`src/rtl/brp_pkg.sv`:
```
// Shared types for the branch predictor: counter states, control opcodes, BTB entry.
package brp_pkg;

  typedef enum logic [1:0] {
    SNT = 2'b00,
    WNT = 2'b01,
    WT  = 2'b10,
    ST  = 2'b11
  } ctr_e;

  localparam logic [6:0] B_TYPE = 7'b1100011;
  localparam logic [6:0] JAL    = 7'b1101111;
  localparam logic [6:0] JALR   = 7'b1100111;

  // Tag is held zero-extended to the widest possible tag so one struct serves any IDX_W/TAG_W.
  typedef struct packed {
    logic        vld;
    logic [29:0] tag;
    logic [31:0] target;
    ctr_e        ctr;
  } btb_entry_t;

  function automatic logic is_ctrl_op(input logic [6:0] opc);
    return (opc == B_TYPE) || (opc == JAL) || (opc == JALR);
  endfunction

endpackage

```
`src/rtl/branch_predictor_if.sv`:
```
// Fetch-side prediction and EX-side resolution/redirect signals of the branch predictor.
interface branch_predictor_if;
  logic [31:0] i_fetch_pc;
  logic        o_pred_taken;
  logic [31:0] o_pred_target;
  logic        i_ex_vld;
  logic        i_ex_is_ctrl;
  logic [31:0] i_ex_pc;
  logic        i_ex_taken;
  logic [31:0] i_ex_target;
  logic        i_ex_pred_taken;
  logic [31:0] i_ex_pred_target;
  logic        o_flush;
  logic [31:0] o_redirect_pc;

  modport slave (
    input  i_fetch_pc, i_ex_vld, i_ex_is_ctrl, i_ex_pc, i_ex_taken, i_ex_target,
           i_ex_pred_taken, i_ex_pred_target,
    output o_pred_taken, o_pred_target, o_flush, o_redirect_pc
  );

  modport master (
    output i_fetch_pc, i_ex_vld, i_ex_is_ctrl, i_ex_pc, i_ex_taken, i_ex_target,
           i_ex_pred_taken, i_ex_pred_target,
    input  o_pred_taken, o_pred_target, o_flush, o_redirect_pc
  );
endinterface

```
`src/rtl/brp_sat_counter.sv`:
```
// 2-bit saturating counter next-state: inc=1 counts toward ST, inc=0 toward SNT.
module brp_sat_counter
  import brp_pkg::*;
(
  input  ctr_e ctr,
  input  logic inc,
  output ctr_e nxt
);
  always_comb begin
    nxt = ctr;
    unique case (ctr)
      SNT: if (inc) nxt = WNT;
      WNT: if (inc) nxt = WT; else nxt = SNT;
      WT:  if (inc) nxt = ST; else nxt = WNT;
      ST:  if (!inc) nxt = WT;
      default: nxt = ctr;
    endcase
  end
endmodule

```
`src/rtl/branch_predictor.sv`:
```
// Direct-mapped BTB with 2-bit counters, trained at EX, registered flush/redirect on mispredict.
// Define BRP_STATS_EN to add update/mispredict statistics counters.
module branch_predictor
  import brp_pkg::*;
#(
  parameter int IDX_W = 6,
  parameter int TAG_W = 8
) (
  input  logic                i_clk,
  input  logic                i_rst_n,
  branch_predictor_if.slave   bus
`ifdef BRP_STATS_EN
  ,
  output logic [31:0]         o_stat_ctrl,
  output logic [31:0]         o_stat_mispred
`endif
);
  localparam int DEPTH = 1 << IDX_W;

  btb_entry_t       btb [DEPTH];
  logic [IDX_W-1:0] f_idx, e_idx;
  logic [29:0]      f_tag, e_tag;
  btb_entry_t       f_ent, e_ent;
  logic             f_hit, e_hit, upd, mis;
  ctr_e             ctr_nxt;

  assign f_idx = bus.i_fetch_pc[IDX_W+1:2];
  assign f_tag = 30'(bus.i_fetch_pc[IDX_W+TAG_W+1:IDX_W+2]);
  assign e_idx = bus.i_ex_pc[IDX_W+1:2];
  assign e_tag = 30'(bus.i_ex_pc[IDX_W+TAG_W+1:IDX_W+2]);

  // Reads see the table before this cycle's update lands.
  assign f_ent = btb[f_idx];
  assign f_hit = f_ent.vld && (f_ent.tag == f_tag);
  assign bus.o_pred_taken  = f_hit && f_ent.ctr[1];
  assign bus.o_pred_target = bus.o_pred_taken ? f_ent.target : 32'h0;

  assign e_ent = btb[e_idx];
  assign e_hit = e_ent.vld && (e_ent.tag == e_tag);
  assign upd   = bus.i_ex_vld && bus.i_ex_is_ctrl;
  assign mis   = upd && ((bus.i_ex_taken != bus.i_ex_pred_taken) ||
                         (bus.i_ex_taken && bus.i_ex_pred_taken &&
                          (bus.i_ex_target != bus.i_ex_pred_target)));

  brp_sat_counter u_ctr (
    .ctr (e_ent.ctr),
    .inc (bus.i_ex_taken),
    .nxt (ctr_nxt)
  );

  always_ff @(posedge i_clk or negedge i_rst_n) begin
    if (!i_rst_n) begin
      for (int i = 0; i < DEPTH; i++)
        btb[i] <= '{vld: 1'b0, tag: '0, target: '0, ctr: WNT};
    end else if (upd) begin
      if (e_hit) begin
        btb[e_idx].ctr <= ctr_nxt;
        if (bus.i_ex_taken) btb[e_idx].target <= bus.i_ex_target;
      end else if (bus.i_ex_taken) begin
        btb[e_idx] <= '{vld: 1'b1, tag: e_tag, target: bus.i_ex_target, ctr: WT};
      end
    end
  end

  always_ff @(posedge i_clk or negedge i_rst_n) begin
    if (!i_rst_n) begin
      bus.o_flush       <= 1'b0;
      bus.o_redirect_pc <= 32'h0;
    end else begin
      bus.o_flush <= mis;
      if (mis)
        bus.o_redirect_pc <= bus.i_ex_taken ? bus.i_ex_target : bus.i_ex_pc + 32'd4;
    end
  end

`ifdef BRP_STATS_EN
  always_ff @(posedge i_clk or negedge i_rst_n) begin
    if (!i_rst_n) begin
      o_stat_ctrl    <= 32'h0;
      o_stat_mispred <= 32'h0;
    end else begin
      if (upd) o_stat_ctrl    <= o_stat_ctrl + 32'd1;
      if (mis) o_stat_mispred <= o_stat_mispred + 32'd1;
    end
  end
`endif

  // PC bits outside the index/tag/offset window are don't-care by design.
  logic unused;
  assign unused = ^{bus.i_fetch_pc, bus.i_ex_pc};

endmodule

```
`src/flat_wrapper.sv`:
```
// flat-port wrapper written by rule: the top's interface ports become plain ports
module branch_predictor_flat import brp_pkg::*;
#(
  parameter int IDX_W = 6,
  parameter int TAG_W = 8
)
  (i_clk, i_rst_n, bus_i_fetch_pc, bus_i_ex_vld, bus_i_ex_is_ctrl, bus_i_ex_pc, bus_i_ex_taken, bus_i_ex_target, bus_i_ex_pred_taken, bus_i_ex_pred_target, bus_o_pred_taken, bus_o_pred_target, bus_o_flush, bus_o_redirect_pc);
  branch_predictor_if bus_i ();
  input  logic i_clk;
  input  logic i_rst_n;
  input wire logic [$bits(bus_i.i_fetch_pc)-1:0] bus_i_fetch_pc;
  input wire logic [$bits(bus_i.i_ex_vld)-1:0] bus_i_ex_vld;
  input wire logic [$bits(bus_i.i_ex_is_ctrl)-1:0] bus_i_ex_is_ctrl;
  input wire logic [$bits(bus_i.i_ex_pc)-1:0] bus_i_ex_pc;
  input wire logic [$bits(bus_i.i_ex_taken)-1:0] bus_i_ex_taken;
  input wire logic [$bits(bus_i.i_ex_target)-1:0] bus_i_ex_target;
  input wire logic [$bits(bus_i.i_ex_pred_taken)-1:0] bus_i_ex_pred_taken;
  input wire logic [$bits(bus_i.i_ex_pred_target)-1:0] bus_i_ex_pred_target;
  output wire logic [$bits(bus_i.o_pred_taken)-1:0] bus_o_pred_taken;
  output wire logic [$bits(bus_i.o_pred_target)-1:0] bus_o_pred_target;
  output wire logic [$bits(bus_i.o_flush)-1:0] bus_o_flush;
  output wire logic [$bits(bus_i.o_redirect_pc)-1:0] bus_o_redirect_pc;
  assign bus_i.i_fetch_pc = bus_i_fetch_pc;
  assign bus_i.i_ex_vld = bus_i_ex_vld;
  assign bus_i.i_ex_is_ctrl = bus_i_ex_is_ctrl;
  assign bus_i.i_ex_pc = bus_i_ex_pc;
  assign bus_i.i_ex_taken = bus_i_ex_taken;
  assign bus_i.i_ex_target = bus_i_ex_target;
  assign bus_i.i_ex_pred_taken = bus_i_ex_pred_taken;
  assign bus_i.i_ex_pred_target = bus_i_ex_pred_target;
  assign bus_o_pred_taken = bus_i.o_pred_taken;
  assign bus_o_pred_target = bus_i.o_pred_target;
  assign bus_o_flush = bus_i.o_flush;
  assign bus_o_redirect_pc = bus_i.o_redirect_pc;
  branch_predictor #(.IDX_W(IDX_W), .TAG_W(TAG_W)) u_core (.i_clk(i_clk), .i_rst_n(i_rst_n), .bus(bus_i));
endmodule
```
`config.mk`:
```
export PLATFORM = sky130hd
export DESIGN_NAME = branch_predictor_flat
export DESIGN_NICKNAME = d
export VERILOG_FILES = /design/src/rtl/brp_pkg.sv /design/src/rtl/branch_predictor_if.sv /design/src/rtl/brp_sat_counter.sv /design/src/rtl/branch_predictor.sv /design/src/flat_wrapper.sv
export SDC_FILE = /design/constraint.sdc
export NUM_CORES = 2
export LEC_CHECK = 0
export CAP_MARGIN = 25
export CORE_MARGIN = 2
export CORE_UTILIZATION = 55
export CTS_CLUSTER_SIZE = 12
export DETAILED_ROUTE_END_ITERATION = 6
export PLACE_DENSITY = 0.68
export SYNTH_ARGS = -nofsm -noshare
export SYNTH_HDL_FRONTEND = slang
export SYNTH_SLANG_ARGS = --single-unit
```
`constraint.sdc`:
```
create_clock -name i_clk -period 11.85 [get_ports i_clk]
set_input_delay 2.37 -clock i_clk [delete_from_list [all_inputs] [get_ports i_clk]]
set_output_delay 2.37 -clock i_clk [all_outputs]
set_load 0.05 [all_outputs]
```
==> flow_summary.ini <==
[pwr]
p_int_w = 0.0165
comb_power_share_pct = 9.5
total_power_w = 0.0218
power_switching_w = 0.00533
ir_worst_vdd_mv = 0.143
leakage_power_total_nw = 69.7
pwr_density_cell_mw_per_mm2 = 146
p_sw_share_pct = 24.4
seq_power_share_pct = 47.2
p_clk_share_pct = 43.3

[clock_tree]
cts_tree = done
cts-hold-fix-buffers = 0
cts_made_buffers = 315
clock_latency_on_the_worst_skew_pair_ps = 950
htree_levels = 5
cts_max_path_buffers = 4
clk_pin_slew_worst_paths_ps = 50
clock_sinks = 2785
post-cts-setup-buffers = 0
count_of_instances_resized_after_the_clock_tree_is_built = 0
ctsRootBufferMaster = sky130_fd_sc_hd__clkbuf_16

[yosys]
postSynthCellCount = 8894
synth-warning-count = 0
synth.cell_area_mm2 = 0.135
ys_ff_latch = 2785
count_of_flip_flops_with_a_built_in_enable_after_synthesis = 0
synthesis.area_per_instance_um2 = 15.1
yosys.cell_types.count = 81
postSynth.asyncResetShare_pct = 100
ys_seq_area_share_pct = 51.8
most_used_flip_flop_cell_after_synthesis = sky130_fd_sc_hd__dfrtp_1
post_synthesis_net_count = 9030

[floorplan]
ios = 200
fp-row-count = 181
floorplan.die_area_mm2 = 0.249
die_w_um = 499
initial_utilization_pct = 55.3
fp.dieH_um = 499
fp.coreArea_mm2 = 0.243

[sta]
fin_skew_ps = 40.6
timing.final.crit_share_pct = 86.2
setup_violations = 0
tns_ps = 0
worst-slew-pin-transition_ps = 1220
timing.final.max_slew_violations = 0
rsz_0062_raised_after_global_routing = no
fmax_mhz = 97.9
final_hold_viol_count = 0
hold_ws_ps = 470
final.min_clock_period_ps = 10220
worst_slew_margin_rel_pct = 18.7

[global_route]
grt_util_all_layers_pct = 33.7
grt_pass1_vias = 85000
pin_count_of_the_biggest_net_entering_global_routing = 200
antenna_found_initial = 23
global_route.overflow_total = 0
wire_length_of_the_first_global_routing_pass_um = 608000

[flow_run]
drv.max_cap_violation_count = 0

[cells_and_area]
nFillCells = 17900
seq_area_mm2 = 0.0698
multi_input_comb_area_mm2 = 0.0615
post_route_cells_drive_above_1_share_pct = 49.9
post-route-util_pct = 61.2
areaGrowthSynthToFinish_pct = 10.6
fin_nets = 8889

[route]
via_per_inst = 6.79
initialDrtViolationCount = 8636
route.antenna.remaining_nets = 0
post-route-drc-count = 14
wl_per_cell_um = 34.3
first_pass_iters = 7
dr_total_vias = 82700
totalWireLength_um = 418000

[min_path]
min-delay-path-class = register to register
min_from = u_core.btb[343]

[place]
detailed_place_hpwl_um = 241000
port-buffer-count = 181
routabilityCongestion = 0.955

[worst_setup_path]
timing.rr.start = u_core.btb[3286]
crit_path_end_kind = output port
worst-endpoint-required_ps = 9480
startpoint = bus_i_fetch_pc[2]
crit_path_start_kind = input port
criticalPathCategory = input port to output port
worst-path-max-fanout = 43
cp.arrival_ps = 7850

[status]
failing_checks = design-rule violations
outcome = finished, violations left
-- cell families (layout without fill, tap and decap cells) --
kind of cell               count (synthesis)  after routing  share of synthesized area, %
xor gates and xnor gates                  78             78                         0.513
and+or+nand+nor                          998            998                          3.43
adders and majority gates                  4              4                        0.0334
buffers and inverters                    885            954                          2.87
AOI/OAI and AO/OA                        575            575                          3.42
muxes                                   3569           3569                          37.9
DFF                                     2785           2785                          51.8
other                                      0              6                             0
-- through the flow --
stage / setup WS, ps / area, um^2 / cells
after global placement: 1690 / 139000 / 11600
after CTS: 1650 / 149000 / 12200
after detailed placement: 1660 / 139000 / 11600
final: 1630 / 149000 / 12200
after global routing: 1430 / 149000 / 12200
after floorplan: 3080 / 135000 / 8894
-- Yosys cell counts, types with 11 or more instances --
library cell | instances | share of area, %
sky130_fd_sc_hd__o21ai_0 | 78 | 0.29
sky130_fd_sc_hd__a311oi_1 | 24 | 0.16
sky130_fd_sc_hd__or2_1 | 11 | 0.051
sky130_fd_sc_hd__nand4_1 | 19 | 0.088
sky130_fd_sc_hd__buf_4 | 21 | 0.12
sky130_fd_sc_hd__nand3_1 | 68 | 0.25
sky130_fd_sc_hd__clkbuf_1 | 648 | 1.8
sky130_fd_sc_hd__nor3_1 | 12 | 0.045
sky130_fd_sc_hd__a21oi_4 | 20 | 0.24
sky130_fd_sc_hd__nand2_1 | 549 | 1.5
sky130_fd_sc_hd__a211oi_1 | 25 | 0.14
sky130_fd_sc_hd__nor2_1 | 141 | 0.39
sky130_fd_sc_hd__nand3_2 | 38 | 0.28
sky130_fd_sc_hd__o22ai_1 | 32 | 0.15
sky130_fd_sc_hd__a22oi_1 | 47 | 0.26
sky130_fd_sc_hd__a21boi_4 | 29 | 0.40
sky130_fd_sc_hd__inv_1 | 25 | 0.070
sky130_fd_sc_hd__dfstp_2 | 64 | 1.2
sky130_fd_sc_hd__mux2_2 | 2396 | 20
sky130_fd_sc_hd__mux4_2 | 951 | 16
sky130_fd_sc_hd__dfrtp_1 | 2721 | 51
sky130_fd_sc_hd__mux2i_1 | 103 | 0.77
sky130_fd_sc_hd__a221oi_1 | 22 | 0.14
sky130_fd_sc_hd__nor2b_1 | 48 | 0.22
sky130_fd_sc_hd__xor2_1 | 26 | 0.17
sky130_fd_sc_hd__a21oi_1 | 83 | 0.31
sky130_fd_sc_hd__a31oi_1 | 64 | 0.30
sky130_fd_sc_hd__or2_2 | 50 | 0.23
sky130_fd_sc_hd__a22oi_2 | 40 | 0.37
sky130_fd_sc_hd__mux2_1 | 37 | 0.31
sky130_fd_sc_hd__buf_6 | 33 | 0.28
sky130_fd_sc_hd__buf_1 | 45 | 0.13
sky130_fd_sc_hd__nand2b_1 | 14 | 0.065
sky130_fd_sc_hd__mux2_4 | 80 | 0.89
sky130_fd_sc_hd__a21o_1 | 61 | 0.34
sky130_fd_sc_hd__and3_1 | 16 | 0.074
sky130_fd_sc_hd__buf_2 | 104 | 0.39
sky130_fd_sc_hd__xnor2_1 | 51 | 0.33
-- routing by layer --
metal  track usage [%]  part of all wire [%]
met1              46.7                    41
met2              51.7                    46
met3              7.48                   8.2
met4              14.4                   4.9
met5                 0                 0.021
-- flip-flops by register name (all words and copies together) (netlist names) --
signal                    count
u_core.bus.o_flush            1
u_core.bus.o_redirect_pc     32
u_core.btb                 2752
-- layout by cell type (no fill, tap or decap), drive strengths merged, types with 19 or more instances in the layout --
cell type,count
a221oi,22
inv,32
or2,61
xor2,26
a22oi,87
nor2,141
a211oi,25
a21oi,112
xnor2,52
o22ai,32
a311oi,24
a21o,61
nand2,549
mux2,2513
mux2i,103
mux4,953
o21ai,81
clkbuf,475
nor2b,48
dfstp,64
nand4,19
nand3,106
clkdlybuf4s50,129
a21boi,30
dfrtp,2721
a31oi,64
buf,271
clkinv,35
-- final cells by class --
class                           count  area share (%)
Multi-Input combinational cell   5224            41.3
Clock buffer                      475            6.25
Sequential cell                  2785            46.8
Antenna cell                        6          0.0101
Tap cell                         3202            2.69
Timing Repair Buffer              400            2.48
Inverter                           27          0.0680
Clock inverter                     52           0.341
-- power groups by stage --
stage               clock network [W]  registers (W)  logic (W)
floorplan                           0         0.0104    0.00128
global placement                    0         0.0104    0.00202
detailed placement                  0         0.0104    0.00207
CTS                           0.00956         0.0103    0.00208
global route                  0.00996         0.0103    0.00221
finish                        0.00944         0.0103    0.00208
-- critical path, cell delays in order --
cell	delay (ps)
sky130_fd_sc_hd__buf_8	430
sky130_fd_sc_hd__buf_4	470
sky130_fd_sc_hd__mux4_2	570
sky130_fd_sc_hd__mux4_2	530
sky130_fd_sc_hd__xor2_1	170
sky130_fd_sc_hd__nor3_1	330
sky130_fd_sc_hd__a31oi_1	80
sky130_fd_sc_hd__a21oi_1	530
sky130_fd_sc_hd__nand4b_1	260
sky130_fd_sc_hd__buf_4	410
sky130_fd_sc_hd__buf_4	360
sky130_fd_sc_hd__nor2b_1	330
sky130_fd_sc_hd__clkdlybuf4s50_1	870
-- path summary, 6_finish.rpt --
kind / cells past startpoint / slack (ps) / endpoint
max: 13 / 1630 / bus_o_pred_target[28]
max in group asynchronous: 3 / 7820 / u_core.btb[346]
min: 2 / 470 / u_core.btb[343]
max reg2reg: 10 / 6330 / u_core.btb[2440]
min reg2reg: 2 / 470 / u_core.btb[343]
min in group asynchronous: 1 / 1510 / u_core.btb[2054]
Power figures use the tool's default switching activity.
